--- src/rtl/tia_audio_mixer.sv ---
// tia_audio_mixer: mixes the two TIA audio channel bits by volume, box-filter
// decimates the mixed level over DECIM enabled clocks, and hands the PCM
// samples to the sound path through a 2-entry valid/ready buffer.
// Optional feature macro: TIA_PWM_OUT_EN adds a 1-bit PWM rendering of the
// instantaneous mixed level on pwm_out.
module tia_audio_mixer #(
    parameter int DECIM = 64,
    localparam int SUM_W = 5 + $clog2(DECIM),
    localparam int CNT_W = $clog2(DECIM)
) (
    input  logic             clk,
    input  logic             rst,
    input  logic             en,
    input  logic             ch0_bit,
    input  logic [3:0]       ch0_vol,
    input  logic             ch1_bit,
    input  logic [3:0]       ch1_vol,
    output logic [SUM_W-1:0] sample_data,
    output logic             sample_valid,
    input  logic             sample_ready,
    output logic             overrun,
    input  logic             overrun_clr
`ifdef TIA_PWM_OUT_EN
    ,
    output logic             pwm_out
`endif
);

    logic [4:0]       w_level;
    logic [SUM_W-1:0] w_sum;
    logic             w_push;
    logic             w_pop;

    logic [CNT_W-1:0] r_cnt;
    logic [SUM_W-1:0] r_acc;
    logic [SUM_W-1:0] r_tail;
    logic [1:0]       r_count;

    // Instantaneous mix level, completed window sum, and buffer handshakes.
    always_comb begin
        w_level = (ch0_bit ? {1'b0, ch0_vol} : 5'd0) + (ch1_bit ? {1'b0, ch1_vol} : 5'd0);
        w_sum   = r_acc + SUM_W'(w_level);
        w_push  = en && (r_cnt == CNT_W'(DECIM - 1));
        w_pop   = sample_valid && sample_ready;
    end

    // Decimation window: accumulate while enabled, restart after the last clock.
    always_ff @(posedge clk) begin
        if (rst) begin
            r_cnt <= '0;
            r_acc <= '0;
        end else if (en) begin
            if (w_push) begin
                r_cnt <= '0;
                r_acc <= '0;
            end else begin
                r_cnt <= r_cnt + CNT_W'(1);
                r_acc <= w_sum;
            end
        end else begin
            r_cnt <= r_cnt;
            r_acc <= r_acc;
        end
    end

    // Two-entry in-order buffer; sample_data is the registered head, 0 when empty.
    always_ff @(posedge clk) begin
        if (rst) begin
            sample_data  <= '0;
            r_tail       <= '0;
            r_count      <= 2'd0;
            sample_valid <= 1'b0;
        end else begin
            case (r_count)
                2'd0: begin
                    if (w_push) begin
                        sample_data  <= w_sum;
                        r_count      <= 2'd1;
                        sample_valid <= 1'b1;
                    end
                end
                2'd1: begin
                    if (w_push && w_pop) begin
                        sample_data <= w_sum;
                    end else if (w_push) begin
                        r_tail  <= w_sum;
                        r_count <= 2'd2;
                    end else if (w_pop) begin
                        sample_data  <= '0;
                        r_count      <= 2'd0;
                        sample_valid <= 1'b0;
                    end
                end
                2'd2: begin
                    if (w_pop) begin
                        sample_data <= r_tail;
                        if (w_push) begin
                            r_tail <= w_sum;
                        end else begin
                            r_tail  <= '0;
                            r_count <= 2'd1;
                        end
                    end
                end
                default: begin
                    sample_data  <= '0;
                    r_tail       <= '0;
                    r_count      <= 2'd0;
                    sample_valid <= 1'b0;
                end
            endcase
        end
    end

    // Sticky overrun: a drop (full, no pop) wins over a same-edge clear.
    always_ff @(posedge clk) begin
        if (rst) begin
            overrun <= 1'b0;
        end else if (w_push && (r_count == 2'd2) && !w_pop) begin
            overrun <= 1'b1;
        end else if (overrun_clr) begin
            overrun <= 1'b0;
        end else begin
            overrun <= overrun;
        end
    end

`ifdef TIA_PWM_OUT_EN
    logic [4:0] r_pwm_cnt;
    logic [4:0] r_level_q;

    // Free-running 30-clock PWM frame; level is captured at each frame start.
    always_ff @(posedge clk) begin
        if (rst) begin
            r_pwm_cnt <= 5'd0;
            r_level_q <= 5'd0;
            pwm_out   <= 1'b0;
        end else begin
            if (r_pwm_cnt == 5'd29) begin
                r_pwm_cnt <= 5'd0;
                r_level_q <= w_level;
            end else begin
                r_pwm_cnt <= r_pwm_cnt + 5'd1;
            end
            pwm_out <= (r_pwm_cnt < r_level_q);
        end
    end
`endif

endmodule
--- config.mk ---
export PLATFORM = sky130hd
export DESIGN_NAME = tia_audio_mixer
export DESIGN_NICKNAME = d
export VERILOG_FILES = /design/src/rtl/tia_audio_mixer.sv
export SDC_FILE = /design/constraint.sdc
export NUM_CORES = 1
export LEC_CHECK = 0
export CORE_MARGIN = 2
export CORE_UTILIZATION = 62
export CTS_CLUSTER_DIAMETER = 60
export DETAILED_ROUTE_END_ITERATION = 10
export DONT_BUFFER_PORTS = 1
export PLACE_DENSITY = 0.79
export SYNTH_ARGS = -nofsm -noshare
export SYNTH_HDL_FRONTEND = slang
export SYNTH_SLANG_ARGS = --single-unit
--- constraint.sdc ---
create_clock -name clk -period 3 [get_ports clk]
set_clock_uncertainty 0.05 [all_clocks]
set_input_delay 0.45 -clock clk [delete_from_list [all_inputs] [get_ports clk]]
set_output_delay 0.45 -clock clk [all_outputs]
set_load 0.01 [all_outputs]
==> impl_metrics.tcl, run 1 <==
set metrics [dict create \
    cp-end-kind "flop" \
    gp_congestion 0.808 \
    critPathMaxFanout 5 \
    synth_seq_area_share_pct 39.2 \
    ys_types 41 \
    place_area_um2 2220 \
    leakage_uw 0.000850 \
    gr-usage-all-layers_pct 23.6 \
    hold_path_class "in2reg" \
    row_count 21 \
    layout_common_cells "43 x dfxtp_1, 33 x nand2_1, 19 x nor2_1" \
    fin_nets 285 \
    synth_edf_count 0 \
    finalSetupViolations 0 \
    p_per_area_nw_per_um2 502 \
    rr_worst_depth 11 \
    core_area_um2 3360 \
    routedWlPerCell_um 13.9 \
    grt_max_degree 35 \
    r2r_slack_ns 0.24 \
    postLayoutSetupSlackWorst_ns 0.243 \
    total_power_uw 1170 \
    ys_async_sr_fraction_pct 0 \
    synth.avg_cell_area_um2 8.54 \
    cts-root-buf "clkbuf_4" \
    p_clk_share_pct 38.6 \
    syn_nets 287 \
    htreeDepth 2 \
    antenna_cells 0 \
    grt_pass1_vias 1631 \
    cts_buffer_depth 2 \
    die_w_um 63.5 \
    dp_hpwl_um 2990 \
    seq_power_share_pct 50.7 \
    outcome "complete, no violations" \
    synth_top_family_by_area "simple AND/OR/NAND/NOR gates" \
    dieArea_um2 4030 \
    clk_pin_slew_ns 0.13 \
    clock_latency_ns 0.36 \
    r2r-end "r_acc[9]" \
    drive_gt1_share_pct 5.86 \
    synth_simple_gate_area_share_pct 20.5 \
    finalCritPeriodShare_pct 91.9 \
    num_vias 1734 \
    fin_hold_ws_ns 0.0894 \
    synth_compound_area_share_pct 17.4 \
    ctsHoldBuffers 0 \
    numCtsBuffers 5 \
    start_util_pct 65.3 \
    finish.instance_area_um2 2320 \
    crit_type "reg2reg" \
    p_sw_uw 272 \
    fin_crit_ns 2.76 \
    switching_share_pct 23.3 \
    cts_tree "built" \
    clock-sinks 43 \
    maxCapViolations 0 \
    fin_setup_tns_ns 0 \
    endpoint "r_acc[9]" \
    finalHoldViolCount 0 \
    r2r_start "r_acc[1]" \
    yosys_warnings 0 \
    ys_ff_latch 43 \
    synth_fa_ha_area_share_pct 10.3 \
    netlist_area_um2 2190 \
    combPwrFrac_pct 10.7 \
    worstSetupStartpoint "r_acc[1]" \
    critPathArrivalTime_ns 2.95 \
    relSlewSlack_pct 65.6 \
    die_y_um 63.5 \
    fmax_ghz 0.363 \
    worst-slew-pin-transition_ns 0.515 \
    grt_antenna_before_repair 0 \
    synth_xor_area_share_pct 4.79 \
    required_ns 3.20 \
    drc 0 \
    critPathLaunchType "flop" \
    io_pins 28 \
    slew_viol_final 0 \
    via_per_inst 5.74 \
    ctsResizeCount 0 \
    intPower_uw 895 \
    wirelength_um 4180 \
    portBuffers 0 \
    synthFlopType "dfxtp_1" \
    grt_pass1_wl_um 7510 \
    postCtsSetupRepairBufs 0 \
    yosys-mux-area-fraction_pct 2.34 \
    grt-ovfl-total 0 \
    syn-instance-count 257 \
    antenna_left 0 \
    rsz0062_at_grt "false" \
    area_growth_pct 5.87 \
    final_common_cell "dfxtp_1" \
    peakVddDrop_v 0.000359 \
    drtIter0Drc 105 \
    dr.pass1.iters 4 \
    pre_cts_ws_ns 0.133 \
]
==> synthesized netlist by cell type (5+ instances only) <==
library cell,number,area share (%)
nand3_1,11,2.5
nand2b_1,6,1.7
o22ai_1,7,2.0
ha_1,10,5.7
buf_2,6,1.4
and2_1,6,1.7
inv_1,18,3.1
o21ai_0,13,3.0
nand2_1,33,5.6
o32ai_1,6,2.4
a21oi_1,14,3.2
fa_1,5,4.6
xnor2_1,8,3.2
nor2_1,19,3.2
dfxtp_1,43,39
==> final cells by class <==
class,instances,area (µm²)
sequential,43,861
multi-input combinational,184,1210
fill,300,1040
timing repair buffer,3,22.5
inverter,18,67.6
clock buffer,6,41.3
tap,46,57.6
clock inverter,2,60.1
==> per-stage QoR <==
step           cells  util [%]
2_1_floorplan    257         -
3_3_place_gp     294      66.1
3_5_place_dp     294      66.1
4_1_cts          302      69.1
5_1_grt          302      69.1
6_report         302      69.1
==> cells by family (layout without fill, tap and decap cells) <==
family                     after synthesis  in the layout
DFF                                     43             43
adders and majority gates               15             15
muxes                                    5              5
buffers and inverters                   30             29
and+or+nand+nor                         93             93
xor gates and xnor gates                12             12
AOI/OAI and AO/OA                       59             59
==> worst min-delay path by stage <==
stage                   start        endpoint  slack (ns)  cells after the start
finish                    rst  sample_data[4]        0.09                      1
global route              rst        r_cnt[4]        0.06                      1
CTS                       rst  sample_data[4]        0.08                      1
detailed placement  r_tail[4]       r_tail[4]        0.39                      2
global placement    r_tail[6]       r_tail[6]        0.38                      2
floorplan           r_tail[4]       r_tail[4]        0.37                      2
==> registers in the layout (all words and copies together), names as in the netlist <==
name          cells
overrun           1
r_acc            11
r_cnt             6
r_count           2
r_tail           11
sample_data      11
sample_valid      1
==> metal layers <==
layer | track usage, % | wire length [µm]
met5 | 0 | 0
met4 | 7.34 | 57
met3 | 6.07 | 176
met2 | 38.3 | 1960
met1 | 30.8 | 1990
==> power by group through the flow <==
stage                     clock, µW  combinational (µW)  sequential [µW]
final                           451                 124              592
after global routing            486                 143              595
after CTS                       456                 125              592
after detailed placement          0                 124              605
after global placement            0                 121              604
after floorplan                   0                 106              603
==> critical path, cell delays in order (launching register included) <==
cell and delay (ns):
dfxtp_1 0.35, inv_1 0.06, fa_1 0.46, inv_1 0.06
ha_1 0.16, inv_1 0.05, fa_1 0.38, nand2b_1 0.17
a21oi_1 0.36, nand3_1 0.16, xnor2_1 0.25, o32ai_1 0.14
Note: power is estimated with default switching activity, not from simulation.
==> run 2, diff against run 1 <==
--- a/config.mk
+++ b/config.mk
@@ -5,6 +5,7 @@
 export SDC_FILE = /design/constraint.sdc
 export NUM_CORES = 1
 export LEC_CHECK = 0
+export ABC_CLOCK_PERIOD_IN_PS = 3000
 export CORE_MARGIN = 2
 export CORE_UTILIZATION = 62
 export CTS_CLUSTER_DIAMETER = 60
==> results of run 2 <==
The final DEF is identical to that of run 1; final timing and power are the same.
